### src/rtl/register_file_pkg.sv
// Shared processor constants: default datapath and register-address widths.
`default_nettype none

package register_file_pkg;

  localparam int DEFAULT_DATA_W = 16;
  localparam int DEFAULT_ADDR_W = 3;

endpackage : register_file_pkg

`default_nettype wire

### src/rtl/register_file.sv
// register_file: NUM_REGS x DATA_W registers, two combinational read ports with write-through bypass.
// R0 is hardwired to zero. Revision 1.0.
`default_nettype none

module register_file
  import register_file_pkg::*;
#(
  parameter int DATA_W   = DEFAULT_DATA_W,
  parameter int ADDR_W   = DEFAULT_ADDR_W,
  parameter int NUM_REGS = 2 ** ADDR_W
) (
  input  logic              clk,
  input  logic              rst,
  input  logic              reg_write,
  input  logic [ADDR_W-1:0] read_reg_1,
  input  logic [ADDR_W-1:0] read_reg_2,
  input  logic [ADDR_W-1:0] write_reg,
  input  logic [DATA_W-1:0] write_data,
  output logic [DATA_W-1:0] read_data_1,
  output logic [DATA_W-1:0] read_data_2
);

  logic [DATA_W-1:0] regs [NUM_REGS];
  logic              write_en;

  // A write is live only for a non-zero, in-range address.
  assign write_en = reg_write && (write_reg != '0) && (int'(write_reg) < NUM_REGS);

  always_ff @(posedge clk or posedge rst) begin
    if (rst) begin
      for (int i = 0; i < NUM_REGS; i++) begin
        regs[i] <= '0;
      end
    end else if (write_en) begin
      regs[write_reg] <= write_data;
    end
  end

  always_comb begin
    read_data_1 = '0;
    if (write_en && (read_reg_1 == write_reg)) begin
      read_data_1 = write_data;
    end else if ((read_reg_1 != '0) && (int'(read_reg_1) < NUM_REGS)) begin
      read_data_1 = regs[read_reg_1];
    end
  end

  always_comb begin
    read_data_2 = '0;
    if (write_en && (read_reg_2 == write_reg)) begin
      read_data_2 = write_data;
    end else if ((read_reg_2 != '0) && (int'(read_reg_2) < NUM_REGS)) begin
      read_data_2 = regs[read_reg_2];
    end
  end

endmodule : register_file

`default_nettype wire

### config.mk
export PLATFORM = sky130hd
export DESIGN_NAME = register_file
export DESIGN_NICKNAME = d
export VERILOG_FILES = /design/src/rtl/register_file_pkg.sv /design/src/rtl/register_file.sv
export SDC_FILE = /design/constraint.sdc
export NUM_CORES = 1
export LEC_CHECK = 0
export CAP_MARGIN = 20
export CELL_PAD_IN_SITES_DETAIL_PLACEMENT = 1
export CELL_PAD_IN_SITES_GLOBAL_PLACEMENT = 1
export CORE_MARGIN = 10
export CORE_UTILIZATION = 40
export CTS_BUF_LIST = sky130_fd_sc_hd__clkbuf_4
export CTS_CLUSTER_DIAMETER = 200
export DETAILED_ROUTE_END_ITERATION = 10
export PLACE_DENSITY_LB_ADDON = 0.1
export SYNTH_ARGS = -nofsm -noshare
export SYNTH_HDL_FRONTEND = slang
export SYNTH_SLANG_ARGS = --single-unit
### constraint.sdc
create_clock -name clk -period 6 [get_ports clk]
set_clock_uncertainty 0.2 [all_clocks]
set_input_delay 1.2 -clock clk [delete_from_list [all_inputs] [get_ports clk]]
set_output_delay 1.2 -clock clk [all_outputs]
set_load 0.01 [all_outputs]
=== Word-level counts from Yosys, hierarchy flattened ===
Index checks and enable logic that the tools add are counted.
W data, S select, Z words.

* Equality and inequality tests: 2
* $lt $le $gt $ge: 4
* Multiplexer cells: 13
* Reductions and logical operators: 7
* Bitwise logic cells: 3

{| class="wikitable"
|+ Operators with widths
! operator !! number
|-
| $mux W16 || 9
|-
| $bwmux W128 || 1
|-
| $bmux W16 S3 || 2
|-
| $demux W16 S3 || 1
|-
| $ge A4 B4 Y1 const B || 3
|-
| $not A3 Y4 || 3
|-
| $reduce_bool A3 Y1 || 3
|-
| $eq A3 B3 Y1 || 2
|-
| $logic_and A1 B1 Y1 || 4
|-
| $lt A4 B1 Y1 const B || 1
|}

* Logic and storage cells: 37
* Input port bits: 28
* Register bits after elaboration: 128

=== Logic depth before layout (Yosys ltp) ===
Gate-level depths: netlist of the first run.

* Depth after elaboration: 6
* Gate-level depth with buffers: 6

=== Worst setup path before layout of the first run ===
Ideal clock, no wire load.

* Path kind: input -> output
* Start point: in write_reg[2]
* End point: out read_data_1[10]
* Required time: 4,600 ps
* Stages on the path: 6
* Setup slack: 2,290 ps
* Data arrival time: 2,310 ps
* Cells stage by stage: buf_4 o21ba_4 a41oi_2 mux2i_4 buf_6 o2bb2ai_1

* Cells in the longest elaborated chain, start to end: 4
* Elaborated cells on any way between the ends: 5

{| class="wikitable"
|+ RTL lines
! item !! RTL line !! source
|-
| from (decl) || register_file.sv:17 || <nowiki>input logic [ADDR_W-1:0] write_reg,</nowiki>
|-
| $reduce_bool A3 Y1 || register_file.sv:27 || <nowiki>assign write_en = reg_write && (write_reg != '0) && (int'(write_reg) < NUM_REGS);</nowiki>
|-
| $logic_and A1 B1 Y1 || register_file.sv:27 ||
|-
| $logic_and A1 B1 Y1 * || register_file.sv:41 || <nowiki>if (write_en && (read_reg_1 == write_reg)) begin</nowiki>
|-
| $mux W16 * || register_file.sv:41 ||
|-
| to (decl) || register_file.sv:19 || <nowiki>output logic [DATA_W-1:0] read_data_1,</nowiki>
|}

Mark *: on every way between the ends. The rest lies on a longest branch, timed or not.

=== Worst setup path after layout of the first run ===
* Start point: in write_reg[1]
* End point: out read_data_1[2]

The elaborated chain is that of the path after synthesis.

==> summary.md, run 1 <==
### Yosys
* Mapped Area: 0.007192 mm2
* number of instances in the synthesized netlist: 446
* biggest area consumer among synthesized cells: dfrtp_1
* Area contributors post-synth: dfrtp_1 45%, mux4_2 20%, mux2_2 17%
* ys async rst share: 100.0%
* sequential-to-total area share from yosys stat: 44.54%
* syn_nets: 474
* synthesized area per cell: 16.13 um2
* number of distinct standard cells referenced by the synthesized netlist: 29
* number of enable flip-flop cells after synthesis: 0
* yosys synthesis warning count: 0
* flops & latches, synth: 128
* most used flip-flop cell after synthesis: dfrtp_1
* top cell type's share of synthesized area: 44.54%

### Worst setup path
* kind of critical path: in -> out
* element type at the critical path end: output pin
* Reg-to-Reg End: regs[50]
* Critical Path End: read_data_1[2]
* required time reported for the critical path endpoint: 4.60 ns
* kind of launch point of the worst setup path: input port
* Data arrival, critical path: 3.95 ns
* critical path startpoint: write_reg[1]
* worst reg2reg path depth: 1
* startpoint of the worst-slack reg-to-reg timing path: regs[50]
* maximum fanout along the worst path: 16
* reg2reg setup slack: 5.00 ns

### Timing
* share of the clock period used by the worst path: 89.09%
* final setup vio count: 0
* Hold Violations, Final: 0
* setup repair after global routing missed its margin: no
* pin slew with the least headroom to its limit: 0.9887 ns
* highest attainable clock frequency: 0.1871 GHz
* worst max-slew margin expressed relative to the limit: 33.84%
* summed negative setup slack over all endpoints: 0 ns
* max-slew violation total from the final report: 0
* minimum clock period: 5.346 ns

### Clock network
* CTS tree: yes
* number of cells upsized or downsized after cts: 0
* worst-skew pair later-pin latency: 0.54 ns
* H-tree depth reported by CTS: 4
* clock input transition at the sequential cells of the worst setup and hold paths: 0.10 ns
* clock sinks: 128
* maximum count of clock buffers along a single path: 2
* number of hold-repair buffers added at the cts stage: 0
* cell at the root of the clock tree: clkbuf_4
* number of setup buffers added after CTS: 0
* clock buffers created by TritonCTS: 17

### Outcome
* outcome: finished clean

### Run
* max-capacitance violation count: 0

### Finish
* total inserted antenna cells: 0
* commonest cells after routing, fill and taps aside: 128 x dfrtp_1, 111 x mux2_2, 64 x mux4_2
* Top Registers: regs x128
* fraction of layout instances using a drive strength above 1: 49.20%
* flip-flop count of the largest register after layout: 128
* leading cell type in the layout, fill and taps excluded: dfrtp_1
* register containing the most flip-flops in the final layout: regs
* count of nets after finishing: 515
* Area growth, synth to finish: 12.84%
* number of standard cells in the layout, taps in and fillers out: 725

### GRT
* via count of the first global-routing pass: 4838
* total global routing overflow: 0
* initial antenna violation count: 0
* all-layer global routing usage: 16.67%
* global-route wire length before repair: 30220 um
* maximum number of pins on one net before global-route repair: 58

### Floorplan
* die area: 0.02374 mm2
* starting density of the core: 41.15%
* die outline height: 154.1 um
* IO Pins: 60
* core box area: 0.01748 mm2
* die width: 154.1 um
* placement row count: 48

### Placed design
* half-perimeter wire length of the detailed placement result: 12250 um
* post-placement cell count: 693
* count of input and output buffers: 59
* routability congestion estimate from global placement: 0.7403

### Route
* post-detailed-route wirelength per cell: 26.78 um
* via density per instance: 5.858
* count of antenna-violating nets left after detailed routing: 0
* routed vias: 4247
* DR DRC count: 0
* violation count after the first detailed-route iteration: 253
* final WL: 19410 um
* First-pass DRT Iterations: 4

### Power
* total power per unit cell area: 306.6 mW/mm2
* largest vdd supply drop: 148.9 uV
* Pleak: 3.259 nW

### Hold path
* worst hold-check path type: reg -> reg

-- critical path: stages --
cell and delay [ns]:
clkdlybuf4s50_1 0.85, xnor2_4 0.19, nand4_2 0.20, o22ai_4 0.64
o2bb2ai_1 0.25, clkdlybuf4s50_1 0.60
-- final cells by class --
cell class	instances	area, um2
multi-input combinational	264	3635
fill	1706	9361
inverter	2	10.01
clock inverter	14	167.7
clock buffer	18	135.1
tap	225	281.5
sequential	128	3203
timing repair buffer	74	683.2
-- per-layer routing --
layer	up-vias	GRT usage (%)	part of all wire, %	wire, um
met5	-	0	0	0
met2	73	28.57	51	9978
li1	1839	-	-	-
met1	2319	20.83	44	8529
met4	0	3.644	0.89	173
met3	16	3.933	3.8	733
-- through the flow --
step           power [mW]  worst slack [ns]  area (um2)  utilization [%]  hold WS, ns
4_1_cts             2.521            0.6387        8115            46.43       0.2091
3_3_place_gp        1.848            0.6662        7812            44.70       0.1771
3_5_place_dp        1.881            0.6655        7812            44.70       0.1833
5_1_grt             2.629            0.5099        8115            46.43       0.2246
6_report            2.488            0.6544        8115            46.43       0.2071
2_1_floorplan       1.610             1.187        7192                -       0.2413
-- cells by family (layout without fill, tap and decap cells) --
group | count (synthesis) | count (layout) | synth area share, %
simple gates | 14 | 14 | 1.931
flops | 128 | 128 | 44.54
mux | 210 | 210 | 42.66
compound gates | 36 | 36 | 4.941
buf+inv | 54 | 108 | 4.923
xor+xnor | 4 | 4 | 1.009
-- worst min-delay path by stage --
stage                end       from  slack [ns]  cells past startpoint
3_3_place_gp   regs[117]  regs[117]        0.18                      0
4_1_cts        regs[121]  regs[121]        0.21                      0
5_1_grt        regs[126]  regs[126]        0.22                      0
2_1_floorplan  regs[112]  regs[112]        0.24                      1
6_report       regs[118]  regs[118]        0.21                      0
3_5_place_dp   regs[119]  regs[119]        0.18                      0
-- where the power goes --
group	internal [mW]	switching (mW)
combinational	0.431	0.274
clock	0.292	0.344
sequential	1.03	0.119
-- cell usage after synthesis, types with 2 or more instances --
master / number
dfrtp_1: 128
mux2i_1: 32
xnor2_4: 2
o2bb2ai_1: 31
clkbuf_1: 16
mux4_2: 64
buf_2: 12
nand2_1: 2
xnor2_1: 2
nand3_1: 2
buf_4: 10
nand4b_2: 3
and4bb_2: 2
buf_6: 13
mux2i_4: 2
nand4_2: 2
mux2_2: 111
Note: power is estimated with default switching activity, not from simulation.
==> run 2: changes to the inputs <==
Settings changed: CORE_MARGIN 10 to 2.
==> summary.md, run 2 (same netlist as run 1, synthesis figures left out) <==
### Timing
* share of the clock period used by the worst path: 87.73%, was 89.09%
* minimum clock period: 5.264 ns, was 5.346 ns
* Hold Slack: 0.2094 ns, was 0.2071 ns
* least setup slack across all paths after layout: 0.7364 ns, was 0.6544 ns
* Hold Violations, Final: 0, unchanged
* pin slew with the least headroom to its limit: 0.9605 ns, was 0.9887 ns
* final setup vio count: 0, unchanged
* highest attainable clock frequency: 0.1900 GHz, was 0.1871 GHz
* summed negative setup slack over all endpoints: 0 ns, unchanged
* worst max-slew margin expressed relative to the limit: 35.73%, was 33.84%
* setup repair after global routing missed its margin: no, unchanged
* max-slew violation total from the final report: 0, unchanged

### Worst setup path
* kind of launch point of the worst setup path: input port, unchanged
* required time reported for the critical path endpoint: 4.60 ns, about the same
* cell at the slowest stage of the critical path: clkdlybuf4s50_1, unchanged
* maximum fanout along the worst path: 10, was 16
* kind of critical path: in -> out, unchanged
* element type at the critical path end: output pin, unchanged
* cell repeated most along the worst path: clkdlybuf4s50_1, unchanged
* Data arrival, critical path: 3.86 ns, was 3.95 ns
* largest stage delay on the critical path: 0.85 ns, about the same
* cell breakdown of the critical path: clkdlybuf4s50_1 -> o21ba_4 -> mux2i_4 -> o32ai_2 -> buf_4 -> o2bb2ai_1 -> clkdlybuf4s50_1, was clkdlybuf4s50_1 -> xnor2_4 -> nand4_2 -> o22ai_4 -> o2bb2ai_1 -> clkdlybuf4s50_1

### Floorplan
* placement row count: 49, was 48
* core box area: 0.01778 mm2, was 0.01748 mm2
* IO Pins: 60, unchanged
* die area: 0.01907 mm2, was 0.02374 mm2
* die outline height: 138.1 um, was 154.1 um
* die width: 138.1 um, was 154.1 um
* starting density of the core: 40.45%, was 41.15%

### GRT
* global-route wire length before repair: 29330 um, was 30220 um
* via count of the first global-routing pass: 4789, was 4838
* initial antenna violation count: 0, unchanged
* total global routing overflow: 0, unchanged
* all-layer global routing usage: 20.39%, was 16.67%
* maximum number of pins on one net before global-route repair: 52, was 58

### Route
* via density per instance: 5.844, was 5.858
* routed vias: 4266, was 4247
* violation count after the first detailed-route iteration: 239, was 253
* count of antenna-violating nets left after detailed routing: 0, unchanged
* First-pass DRT Iterations: 4, unchanged
* post-detailed-route wirelength per cell: 25.25 um, was 26.78 um
* final WL: 18430 um, was 19410 um
* DR DRC count: 0, unchanged

### Clock network
* number of setup buffers added after CTS: 0, unchanged
* cell at the root of the clock tree: clkbuf_4, unchanged
* clock sinks: 128, unchanged
* worst-skew pair later-pin latency: 0.53 ns, was 0.54 ns
* clock buffers created by TritonCTS: 17, unchanged
* number of hold-repair buffers added at the cts stage: 0, unchanged
* maximum count of clock buffers along a single path: 2, unchanged
* clock input transition at the sequential cells of the worst setup and hold paths: 0.12 ns, was 0.10 ns
* number of cells upsized or downsized after cts: 0, unchanged
* CTS tree: yes, unchanged
* H-tree depth reported by CTS: 4, unchanged

### Placed design
* area post-placement: 0.007858 mm2, was 0.007812 mm2
* routability congestion estimate from global placement: 0.6985, was 0.7403
* count of input and output buffers: 59, unchanged
* half-perimeter wire length of the detailed placement result: 11510 um, was 12250 um
* post-placement cell count: 698, was 693
* setup slack after placement: 0.7047 ns, was 0.6655 ns

### Power
* switching component of the power: 749.8 uW, was 736.2 uW
* Sw Share: 29.43%, was 29.59%
* Pleak: 3.286 nW, was 3.259 nW
* combinational cell fraction of total power: 27.4%, was 28.3%
* total power per unit cell area: 310.9 mW/mm2, was 306.6 mW/mm2
* overall power of the completed layout: 2.548 mW, was 2.488 mW
* Internal Pwr Total: 1.798 mW, was 1.752 mW
* largest vdd supply drop: 108.1 uV, was 148.9 uV
* Clk network pwr share: 27.6%, was 25.6%
* part of the power in registers: 45.0%, was 46.1%

### Finish
* Area growth, synth to finish: 13.94%, was 12.84%
* leading cell type in the layout, fill and taps excluded: dfrtp_1, unchanged
* commonest cells after routing, fill and taps aside: 128 x dfrtp_1, 111 x mux2_2, 64 x mux4_2, unchanged
* total inserted antenna cells: 0, unchanged
* area of all placed cells without fillers: 0.008194 mm2, was 0.008115 mm2
* register containing the most flip-flops in the final layout: regs, unchanged
* Top Registers: regs x128, unchanged
* post-route core utilization: 46.09%, was 46.43%
* count of nets after finishing: 516, was 515
* flip-flop count of the largest register after layout: 128, unchanged
* number of standard cells in the layout, taps in and fillers out: 730, was 725
* fraction of layout instances using a drive strength above 1: 49.30%, was 49.20%

### Outcome
* outcome: finished clean, unchanged

### Hold path
* worst hold-check path type: reg -> reg, unchanged

### Run
* max-capacitance violation count: 0, unchanged

==> run 2: cell type report <==
cell class	instances	area, um2
Fill cell	1746	9585
Multi-Input combinational cell	264	3635
Sequential cell	128	3203
Timing Repair Buffer	75	723.2
Tap cell	229	286.5
Clock inverter	15	209.0
Clock buffer	17	127.6
Inverter	2	10.01
==> run 2: routing by layer <==
metal	global-route usage (%)	share of wire, %
met1	28.05	45
met2	33.12	49
met3	4.364	4.3
met4	5.532	1.4
met5	0	0
==> run 2: power by group through the flow <==
| stage | Sequential (mW) | Combinational, mW | Clock (mW) |
|---|---|---|---|
| CTS | 1.14 | 0.713 | 0.729 |
| floorplan | 1.12 | 0.491 | 0 |
| finish | 1.15 | 0.699 | 0.702 |
| global route | 1.17 | 0.753 | 0.763 |
| global placement | 1.14 | 0.695 | 0 |
| detailed placement | 1.16 | 0.711 | 0 |
==> run 2: path summary, 6_finish.rpt <==
path / from / end / slack, ns / cells past startpoint
hold reg to reg: regs[123] / regs[123] / 0.21 / 0
setup / recovery: write_reg[1] / read_data_2[7] / 0.74 / 7
setup reg to reg: regs[77] / regs[77] / 4.99 / 1
max in group asynchronous: rst / regs[111] / 3.65 / 3
min in group asynchronous: rst / regs[83] / 0.89 / 2
hold / removal: regs[123] / regs[123] / 0.21 / 0
==> run 2: critical path: cells and delay by family <==
family	cells	cell delay, ns
AO/OA/AOI/OAI	3	0.91
buffers and inverters	3	1.67
multiplexers	1	0.08
